===== src/rtl/eceg_selftest_ctrl_pkg.sv =====
// Shared definitions for the ECEG self-test controller: data width, state
// encoding and the maximal-length Galois LFSR tap masks.
package eceg_selftest_ctrl_pkg;

  localparam int DATAWIDTH = 16;

  typedef enum logic [2:0] {
    ST_IDLE    = 3'd0,
    ST_LOAD    = 3'd1,
    ST_SETTLE  = 3'd2,
    ST_COMPARE = 3'd3,
    ST_FIN     = 3'd4
  } state_e;

  // Right-shifting Galois tap masks: bit (k-1) is set for polynomial tap k.
  function automatic logic [63:0] lfsr_taps(input int width);
    case (width)
      4:       return 64'h0000_000C;
      5:       return 64'h0000_0014;
      6:       return 64'h0000_0030;
      7:       return 64'h0000_0060;
      8:       return 64'h0000_00B8;
      12:      return 64'h0000_0829;
      16:      return 64'h0000_B400;
      24:      return 64'h00E1_0000;
      32:      return 64'h8020_0003;
      default: return 64'h0000_B400;
    endcase
  endfunction

endpackage


===== src/rtl/eceg_selftest_ctrl_lfsr.sv =====
// Galois LFSR producing the plaintext stream. A zero seed is replaced by 1
// so the register can never lock up in the all-zero state.
module eceg_lfsr
  import eceg_selftest_ctrl_pkg::*;
#(
  parameter int              DW   = DATAWIDTH,
  parameter logic [DW-1:0]   TAPS = DW'(lfsr_taps(DW))
) (
  input  logic          clk,
  input  logic          rst,
  input  logic          load,
  input  logic [DW-1:0] seed,
  input  logic          step,
  output logic [DW-1:0] q
);

  logic [DW-1:0] q_q, q_d, seed_safe;

  // Load has priority over step; shift right and fold taps in when bit 0 falls out.
  always_comb begin
    seed_safe = (seed == '0) ? DW'(1) : seed;
    q_d       = q_q;
    if (load) begin
      q_d = seed_safe;
    end else if (step) begin
      q_d = q_q[0] ? ((q_q >> 1) ^ TAPS) : (q_q >> 1);
    end
  end

  // State register; reset returns to the (guarded) seed.
  always_ff @(posedge clk) begin
    if (rst) q_q <= seed_safe;
    else     q_q <= q_d;
  end

  assign q = q_q;

endmodule


===== src/rtl/eceg_selftest_ctrl.sv =====
// Self-test stimulus/checker wrapped around the ECEG datapath: drives LFSR
// plaintexts, waits a settle window, compares the decrypted word and the
// check flag, and accumulates run statistics.
//
// state   | meaning
// IDLE    | waiting for start, outputs hold last-run results
// LOAD    | present next LFSR value on msg_out, arm settle counter
// SETTLE  | hold msg_out while the datapath settles
// COMPARE | sample dec_in/check_in and update statistics
// FIN     | one-cycle done pulse, then back to IDLE
module eceg_selftest_ctrl
  import eceg_selftest_ctrl_pkg::*;
#(
  parameter int            DW            = DATAWIDTH,
  parameter int            NUM_VECTORS   = 256,
  parameter int            SETTLE_CYCLES = 4,
  parameter logic [DW-1:0] SEED          = DW'(1)
) (
  input  logic          clk,
  input  logic          rst,
  input  logic          start,
  output logic [DW-1:0] msg_out,
  input  logic [DW-1:0] dec_in,
  input  logic          check_in,
  output logic          busy,
  output logic          done,
  output logic          pass,
  output logic [15:0]   vec_count,
  output logic [15:0]   err_count,
  output logic [DW-1:0] first_fail
);

  localparam int          SW          = (SETTLE_CYCLES > 1) ? $clog2(SETTLE_CYCLES) : 1;
  localparam logic [SW-1:0] SETTLE_INIT = SW'(SETTLE_CYCLES - 1);
  localparam logic [15:0] VEC_LAST    = 16'(NUM_VECTORS);

  state_e          state_q, state_d;
  logic [DW-1:0]   msg_q, msg_d;
  logic [SW-1:0]   cnt_q, cnt_d;
  logic            busy_q, busy_d;
  logic            done_q, done_d;
  logic            pass_q, pass_d;
  logic [15:0]     vec_q, vec_d;
  logic [15:0]     err_q, err_d;
  logic [DW-1:0]   ff_q, ff_d;
  logic            lfsr_load, lfsr_step;
  logic [DW-1:0]   lfsr_q;
  logic            fail;

  eceg_lfsr #(.DW(DW)) u_lfsr (
    .clk  (clk),
    .rst  (rst),
    .load (lfsr_load),
    .seed (SEED),
    .step (lfsr_step),
    .q    (lfsr_q)
  );

  // Next-state and next-output logic for the sequencing FSM.
  always_comb begin
    state_d   = state_q;
    msg_d     = msg_q;
    cnt_d     = cnt_q;
    busy_d    = busy_q;
    done_d    = 1'b0;
    pass_d    = pass_q;
    vec_d     = vec_q;
    err_d     = err_q;
    ff_d      = ff_q;
    lfsr_load = 1'b0;
    lfsr_step = 1'b0;
    fail      = (dec_in != msg_q) | ~check_in;
    case (state_q)
      ST_IDLE: begin
        busy_d = 1'b0;
        if (start) begin
          vec_d     = '0;
          err_d     = '0;
          ff_d      = '0;
          pass_d    = 1'b0;
          lfsr_load = 1'b1;
          busy_d    = 1'b1;
          state_d   = ST_LOAD;
        end
      end
      ST_LOAD: begin
        msg_d     = lfsr_q;
        lfsr_step = 1'b1;
        cnt_d     = SETTLE_INIT;
        state_d   = ST_SETTLE;
      end
      ST_SETTLE: begin
        if (cnt_q == '0) state_d = ST_COMPARE;
        else             cnt_d   = cnt_q - 1'b1;
      end
      ST_COMPARE: begin
        vec_d = vec_q + 16'd1;
        if (fail) begin
          if (err_q != 16'hFFFF) err_d = err_q + 16'd1;
          if (err_q == 16'd0)    ff_d  = msg_q;
        end
        if (vec_d == VEC_LAST) begin
          // pass is settled together with done so it is valid during the pulse
          done_d  = 1'b1;
          pass_d  = (err_d == 16'd0);
          state_d = ST_FIN;
        end else begin
          state_d = ST_LOAD;
        end
      end
      ST_FIN: begin
        busy_d  = 1'b0;
        state_d = ST_IDLE;
      end
      default: begin
        busy_d  = 1'b0;
        state_d = ST_IDLE;
      end
    endcase
  end

  // All controller state and registered outputs; reset aborts any run.
  always_ff @(posedge clk) begin
    if (rst) begin
      state_q <= ST_IDLE;
      msg_q   <= '0;
      cnt_q   <= '0;
      busy_q  <= 1'b0;
      done_q  <= 1'b0;
      pass_q  <= 1'b0;
      vec_q   <= '0;
      err_q   <= '0;
      ff_q    <= '0;
    end else begin
      state_q <= state_d;
      msg_q   <= msg_d;
      cnt_q   <= cnt_d;
      busy_q  <= busy_d;
      done_q  <= done_d;
      pass_q  <= pass_d;
      vec_q   <= vec_d;
      err_q   <= err_d;
      ff_q    <= ff_d;
    end
  end

  assign msg_out    = msg_q;
  assign busy       = busy_q;
  assign done       = done_q;
  assign pass       = pass_q;
  assign vec_count  = vec_q;
  assign err_count  = err_q;
  assign first_fail = ff_q;

endmodule


===== config.mk =====
export PLATFORM = sky130hd
export DESIGN_NAME = eceg_selftest_ctrl
export DESIGN_NICKNAME = d
export VERILOG_FILES = /design/src/rtl/eceg_selftest_ctrl_pkg.sv /design/src/rtl/eceg_selftest_ctrl_lfsr.sv /design/src/rtl/eceg_selftest_ctrl.sv
export SDC_FILE = /design/constraint.sdc
export NUM_CORES = 1
export LEC_CHECK = 0
export ABC_CLOCK_PERIOD_IN_PS = 5400
export BUFFER_PORTS_ARGS = -buffer_cell sky130_fd_sc_hd__buf_2
export CAP_MARGIN = 25
export CORE_AREA = 4 4 105 107
export DETAILED_ROUTE_END_ITERATION = 8
export DIE_AREA = 0 0 109 111
export PLACE_DENSITY_LB_ADDON = 0.15
export SYNTH_ARGS = -nofsm -noshare
export SYNTH_HDL_FRONTEND = slang
export SYNTH_HIERARCHICAL = 1
export SYNTH_SLANG_ARGS = --single-unit

===== constraint.sdc =====
create_clock -name clk -period 5.4 [get_ports clk]
set_clock_uncertainty 0.2 [all_clocks]
set_input_delay 0.81 -clock clk [delete_from_list [all_inputs] [get_ports clk]]
set_output_delay 0.81 -clock clk [all_outputs]
set_load 0.01 [all_outputs]

==> results of run 1 <==
[state kept, by name (all words and copies together) (netlist names)]
signal and cells:
u_lfsr/q 16, busy 1, err_count 16, first_fail 16, state_q 3, msg_out 16, cnt_q 2, vec_count 16
pass 1, done 1
[per-stage QoR]
step	hold WS, ns	std cells	power [mW]	utilization (%)
finish	0.2636	820	1.510	54.25
detailed placement	0.2521	803	1.050	52.20
CTS	0.2651	819	1.519	54.14
floorplan	0.2762	615	0.9686	-
global route	0.2852	820	1.588	54.25
global placement	0.2507	803	1.045	52.20
[final cells by class]
class	count	area [um2]
Sequential cell	88	1922
Clock inverter	6	68.82
Clock buffer	10	127.6
Inverter	12	45.04
Tap cell	136	170.2
Timing Repair Buffer	90	464.2
Multi-Input combinational cell	478	2703
Fill cell	985	4638
[tightest hold or removal path, delay by kind of cell, from the launching register on]
kind	cells	cell delay, ns
compound gates	1	0.05
flops	1	0.32
simple gates	1	0.06
[cell usage after synthesis, types with 10 or more instances]
cell type and number:
a21oi_1 61, and3_1 11, buf_2 11, clkbuf_1 21, dfxtp_1 72, edfxtp_1 16
inv_1 11, mux2_2 10, nand2_1 89, nand3_1 34, nor2_1 53, nor3_1 21
nor4_1 13, o21ai_0 34, xnor2_1 19, xor2_1 11
[how the worst min path moves through the flow]
stage,cells after the start,slack (ns),to,startpoint
final,2,0.26,first_fail[11]$_SDFFE_PP0P_,first_fail[11]$_SDFFE_PP0P_
after floorplan,2,0.28,cnt_q[1]$_SDFFE_PP0P_,cnt_q[1]$_SDFFE_PP0P_
after global placement,2,0.25,first_fail[6]$_SDFFE_PP0P_,first_fail[6]$_SDFFE_PP0P_
after global routing,2,0.29,first_fail[11]$_SDFFE_PP0P_,first_fail[11]$_SDFFE_PP0P_
after detailed placement,2,0.25,first_fail[8]$_SDFFE_PP0P_,first_fail[8]$_SDFFE_PP0P_
after CTS,2,0.27,first_fail[8]$_SDFFE_PP0P_,first_fail[8]$_SDFFE_PP0P_
[power groups by stage]
stage | registers (mW) | logic, mW | clock network [mW]
final | 0.772 | 0.266 | 0.473
after global routing | 0.780 | 0.296 | 0.512
after CTS | 0.772 | 0.265 | 0.482
after detailed placement | 0.788 | 0.263 | 0
after global placement | 0.786 | 0.259 | 0
after floorplan | 0.777 | 0.192 | 0
[routing by layer]
metal | track usage, % | wire, um | vias up | share of wire, %
met5 | 0 | 0 | - | 0
met4 | 7.660 | 203 | 0 | 1.6
met3 | 3.727 | 820 | 17 | 6.3
met2 | 35.14 | 6300 | 146 | 48
met1 | 29.58 | 5679 | 2147 | 44
li1 | - | - | 2241 | -
[cell families (layout without fill, tap and decap cells)]
family	count (synthesis)	after routing	synth area share, %
DFF	88	88	40.68
buffers and inverters	49	118	4.608
adders and majority gates	5	5	1.324
muxes	15	15	3.761
AOI/OAI and AO/OA	134	134	17.08
and+or+nand+nor	261	261	26.48
other	2	32	0.1590
xor gates and xnor gates	31	31	5.906
[layout by cell type, fill, tap and decap left out, types with 2 or more instances in the layout]
cell	n
inv_1	11
nand2_1	89
xor2_1	11
inv_6	2
nor3_1	20
buf_4	3
nor4_1	13
or4_1	2
a211oi_1	2
edfxtp_1	16
o21ai_0	34
nand3b_1	3
conb_1	32
xnor2_1	19
mux2i_1	2
a22oi_1	6
nand2b_1	4
a311oi_1	9
ha_1	5
mux2_4	3
o21bai_1	2
or3_1	6
a211o_1	2
mux2_2	10
and4_1	3
or2_2	3
nor2_1	53
nand4_1	9
a21oi_1	61
and3_1	11
nand3_1	34
clkbuf_8	9
a31oi_1	7
buf_2	86
dfxtp_1	72
==> impl_metrics.py, run 1 <==
metrics = {
    "outcome": {
        "status": "finished, final reports clean",
    },
    "grt": {
        "antenna_found_initial": 0,
        "grt_overflow_total": 0,
        "grt_usage_pct": 21.94,
        "grt_pass1_vias": 4301,
        "grt_max_degree": 44,
        "grt_pass1_wl_mm": 21.49,
    },
    "synthesis": {
        "synth-seq-cells": 88,
        "ys_async_sr_fraction_pct": 0,
        "syn_inst": 585,
        "synth_area_um2": 4725,
        "avgSynthCellArea_um2": 8.076,
        "synth_edf_count": 16,
        "synth_ff_type": "dfxtp_1",
        "seq_area_frac_synth_pct": 40.68,
        "synth_top_cell_area_share_pct": 30.51,
        "synth_top_area_cell": "dfxtp_1",
        "ys_warn_count": 6,
        "yosys-top-cells-area": "dfxtp_1 31%, edfxtp_1 10%, nand2_1 7.1%, a21oi_1 6.5%, nor2_1 4.2%",
        "synth.distinct_cells": 60,
    },
    "setup_path": {
        "path_class": "register to register",
        "cp.arrival_ns": 3.24,
        "path_depth": 9,
        "end_kind": "register",
        "critPathSlowestCell": "nor3_1",
        "critical_path.endpoint": "pass$_SDFFE_PP0P_",
        "critical_path.max_stage_delay_ns": 0.80,
        "regToRegEndpoint": "pass$_SDFFE_PP0P_",
        "critPathBufInv": 0,
        "cp-startpoint": "err_count[1]$_SDFFE_PP0P_",
        "ff2ff_path_depth": 9,
        "reg2reg_setup_slack_ns": 2.23,
        "path_delay_family": "simple AND/OR/NAND/NOR gates",
        "crit_chain": "ha_1, and3_1, nand3_1, nor3_1, or3_1, nor4_1, a21oi_1, a211oi_1, a31o_1",
        "r2r-start": "err_count[1]$_SDFFE_PP0P_",
        "path_max_fanout": 8,
        "critPathLaunchType": "register",
        "crit_required_ns": 5.47,
    },
    "timing": {
        "setup_ws_ns": 2.231,
        "setup_tns_ns": 0,
        "max_clock_freq_mhz": 315.5,
        "worst_pin_slew_ns": 0.8839,
        "hold_viol": 0,
        "timing.final.crit_share_pct": 58.69,
        "setup_violations": 0,
        "maxSlewViolCount": 0,
        "grt_setup_unrepaired": "false",
        "fin_crit_ns": 3.169,
        "slew_headroom_pct": 40.53,
    },
    "placement": {
        "dp_hpwl_mm": 9.132,
        "dp_slack_ns": 1.993,
        "numPortBuffers": 86,
        "place.gp.congestion": 0.8947,
        "dpl_cell_area_um2": 5293,
    },
    "final_layout": {
        "area_growth_pct": 16.42,
        "fin_area_um2": 5500,
        "insertedDiodeCount": 0,
        "drive_above_1_share_pct": 18.71,
        "final_nets": 704,
    },
    "clocking": {
        "numCtsBuffers": 9,
        "cts_tree": "done",
        "clock_latency_ns": 0.37,
        "clock_tree.root_cell": "clkbuf_8",
        "ctsHtreeMaxLevel": 3,
        "cts-hold-fix-buffers": 0,
        "clkTransAtPathRegs_ns": 0.09,
        "clock_path_buffers": 2,
        "cts_sinks": 88,
        "cts_resized": 0,
        "post_cts_buffers": 0,
    },
    "floorplan": {
        "num_rows": 37,
        "coreArea_um2": 10140,
        "initial_core_util_pct": 46.60,
        "chipHeight_um": 111,
        "die_x_um": 109,
        "io_pins": 87,
        "die_area_um2": 12100,
    },
    "power": {
        "intPower_mw": 1.042,
        "p_clk_share_pct": 31.3,
        "power_leakage_nw": 2.185,
        "combPwrFrac_pct": 17.6,
        "irDropWorstVdd_v": 0.0001828,
        "switching_share_pct": 30.97,
        "p_seq_share_pct": 51.1,
        "powerDensity_nw_per_um2": 274.5,
        "p_switching_uw": 467.6,
    },
    "detailed_routing": {
        "via_per_inst": 5.550,
        "route.detailed.drc": 0,
        "wirelength_mm": 13.00,
        "dr.pass1.iters": 6,
        "num_vias": 4551,
        "antenna_left": 0,
        "drt-initial-drc-count": 303,
        "post_drt_wl_per_cell_um": 15.86,
    },
    "flow_run": {
        "cap_violations": 0,
    },
    "worst_hold_path": {
        "hp-class": "register to register",
    },
}
Power figures use the tool's default switching activity.
==> run 2: changes to the inputs <==
--- a/config.mk
+++ b/config.mk
@@ -5,7 +5,7 @@
 export SDC_FILE = /design/constraint.sdc
 export NUM_CORES = 1
 export LEC_CHECK = 0
-export ABC_CLOCK_PERIOD_IN_PS = 5400
+export ABC_CLOCK_PERIOD_IN_PS = 2600
 export BUFFER_PORTS_ARGS = -buffer_cell sky130_fd_sc_hd__buf_2
 export CAP_MARGIN = 25
 export CORE_AREA = 4 4 105 107
==> constraint.sdc (replaced) <==
create_clock -name clk -period 2.6 [get_ports clk]
set_clock_uncertainty 0.2 [all_clocks]
set_input_delay 0.39 -clock clk [delete_from_list [all_inputs] [get_ports clk]]
set_output_delay 0.39 -clock clk [all_outputs]
set_load 0.01 [all_outputs]
==> impl_metrics.py, run 2 (synthesis results as in run 1) <==
metrics = {
    "outcome": {
        "status": "finished, final reports clean",
    },
    "clocking": {
        "clock_path_buffers": 2,
        "clock_tree.root_cell": "clkbuf_8",
        "cts_tree": "done",
        "cts-hold-fix-buffers": 0,
        "clkTransAtPathRegs_ns": 0.10,
        "ctsHtreeMaxLevel": 3,
        "cts_sinks": 88,
        "clock_latency_ns": 0.36,
        "numCtsBuffers": 9,
    },
    "power": {
        "p_clk_share_pct": 30.2,
        "intPower_mw": 2.245,
        "powerDensity_nw_per_um2": 537.5,
        "switching_share_pct": 30.58,
        "p_seq_share_pct": 48.6,
        "combPwrFrac_pct": 21.2,
        "power_leakage_nw": 2.510,
        "p_switching_uw": 988.7,
        "p_total_mw": 3.233,
        "irDropWorstVdd_v": 0.0004673,
    },
    "timing": {
        "hold_viol": 0,
        "setup_ws_ns": 0.07982,
        "slew_headroom_pct": 52.90,
        "maxSlewViolCount": 0,
        "max_clock_freq_mhz": 396.8,
        "timing.final.crit_share_pct": 96.93,
        "worst_pin_slew_ns": 0.7042,
        "grt_setup_unrepaired": "true",
        "setup_violations": 0,
        "fin_crit_ns": 2.520,
    },
    "placement": {
        "dp_slack_ns": -0.1066,
        "place.gp.congestion": 0.9172,
        "dp_hpwl_mm": 10.03,
        "dp_cells": 861,
        "numPortBuffers": 86,
    },
    "grt": {
        "grt_overflow_total": 0,
        "grt_pass1_vias": 4595,
        "grt_pass1_wl_mm": 22.77,
        "antenna_found_initial": 0,
        "grt_max_degree": 32,
        "grt_usage_pct": 23.01,
    },
    "setup_path": {
        "critical_path.max_stage_delay_ns": 0.39,
        "crit_chain": "xor2_1, buf_4, nor4_1, nand2_1, o41ai_4, buf_6, o21ai_0, o31a_1, nor4_2, a31o_1",
        "critPathLaunchType": "register",
        "path_max_fanout": 8,
        "cp.arrival_ns": 2.62,
        "path_class": "register to register",
        "critPathSlowestCell": "o41ai_4",
        "crit_required_ns": 2.70,
        "end_kind": "register",
    },
    "worst_hold_path": {
        "hp-class": "input pin to register",
    },
    "final_layout": {
        "final_cell_mix": "89 x nand2_1, 86 x buf_2, 71 x dfxtp_1, 62 x buf_4, 61 x a21oi_1",
        "area_growth_pct": 27.33,
        "instances_no_fill": 880,
        "final_nets": 764,
        "insertedDiodeCount": 0,
        "mostFrequentLayoutCell": "nand2_1",
        "drive_above_1_share_pct": 26.48,
    },
    "detailed_routing": {
        "via_per_inst": 5.468,
        "num_vias": 4812,
        "route.detailed.drc": 0,
        "antenna_left": 0,
        "dr.pass1.iters": 6,
        "post_drt_wl_per_cell_um": 15.50,
        "wirelength_mm": 13.64,
        "drt-initial-drc-count": 296,
    },
    "floorplan": {
        "die_area_um2": 12100,
        "num_rows": 37,
        "coreArea_um2": 10140,
        "initial_core_util_pct": 46.60,
        "chipHeight_um": 111,
        "die_x_um": 109,
        "io_pins": 87,
    },
    "flow_run": {
        "cap_violations": 0,
    },
}
==> run 2: path summary, 6_finish.rpt <==
check / startpoint / to / slack (ns) / cells after the start
hold / removal: start / busy$_SDFFE_PP0N_ / 0.16 / 3
hold reg to reg: first_fail[9]$_SDFFE_PP0P_ / first_fail[9]$_SDFFE_PP0P_ / 0.27 / 2
setup / recovery: msg_out[9]$_SDFFE_PP0P_ / pass$_SDFFE_PP0P_ / 0.08 / 10
setup reg to reg: msg_out[9]$_SDFFE_PP0P_ / pass$_SDFFE_PP0P_ / 0.08 / 10
==> run 2: worst max-delay path, delay by kind of cell, from the launching register on <==
family / cells / cell delay, ns
compound gates: 4 / 0.76
buf+inv: 2 / 0.31
simple gates: 3 / 0.68
xor+xnor: 1 / 0.17
flops: 1 / 0.33
==> run 2: routing by layer <==
metal / part of all wire (%) / GRT usage [%]
met1: 44 / 30.19
met2: 49 / 38.12
met4: 1.9 / 6.650
met3: 5.4 / 4.368
met5: 0 / 0
==> run 2: stage by stage <==
stage          area [um2]  utilization [%]  TNS (ns)  hold slack [ns]
6_report             6016            59.34         0           0.1589
5_1_grt              6016            59.34  -0.07572           0.1761
4_1_cts              5947            58.66         0           0.1589
3_5_place_dp         5741            56.62   -0.7791           0.2572
3_3_place_gp         5741            56.62   -0.1504           0.2519
2_1_floorplan        4837                -         0           0.2762
==> run 2: area by class of cell <==
type	count	area (um2)
multi-input combinational	478	2750
inverter	12	45.04
timing repair buffer	150	927.1
sequential	88	1923
fill	968	4123
tap	136	170.2
clock inverter	7	76.32
clock buffer	9	123.9
==> run 2: what timing repair did <==
item	CTS	global route
buffers inserted	0	3
setup endpoints to repair	1	30
pin swaps	0	1
gates resized for setup	1	12
==> run 2: power by group through the flow <==
stage | clock network, mW | logic, mW | registers, mW
finish | 0.977 | 0.686 | 1.57
CTS | 0.999 | 0.679 | 1.57
global route | 1.05 | 0.761 | 1.58
floorplan | 0 | 0.399 | 1.61
global placement | 0 | 0.663 | 1.60
detailed placement | 0 | 0.674 | 1.60
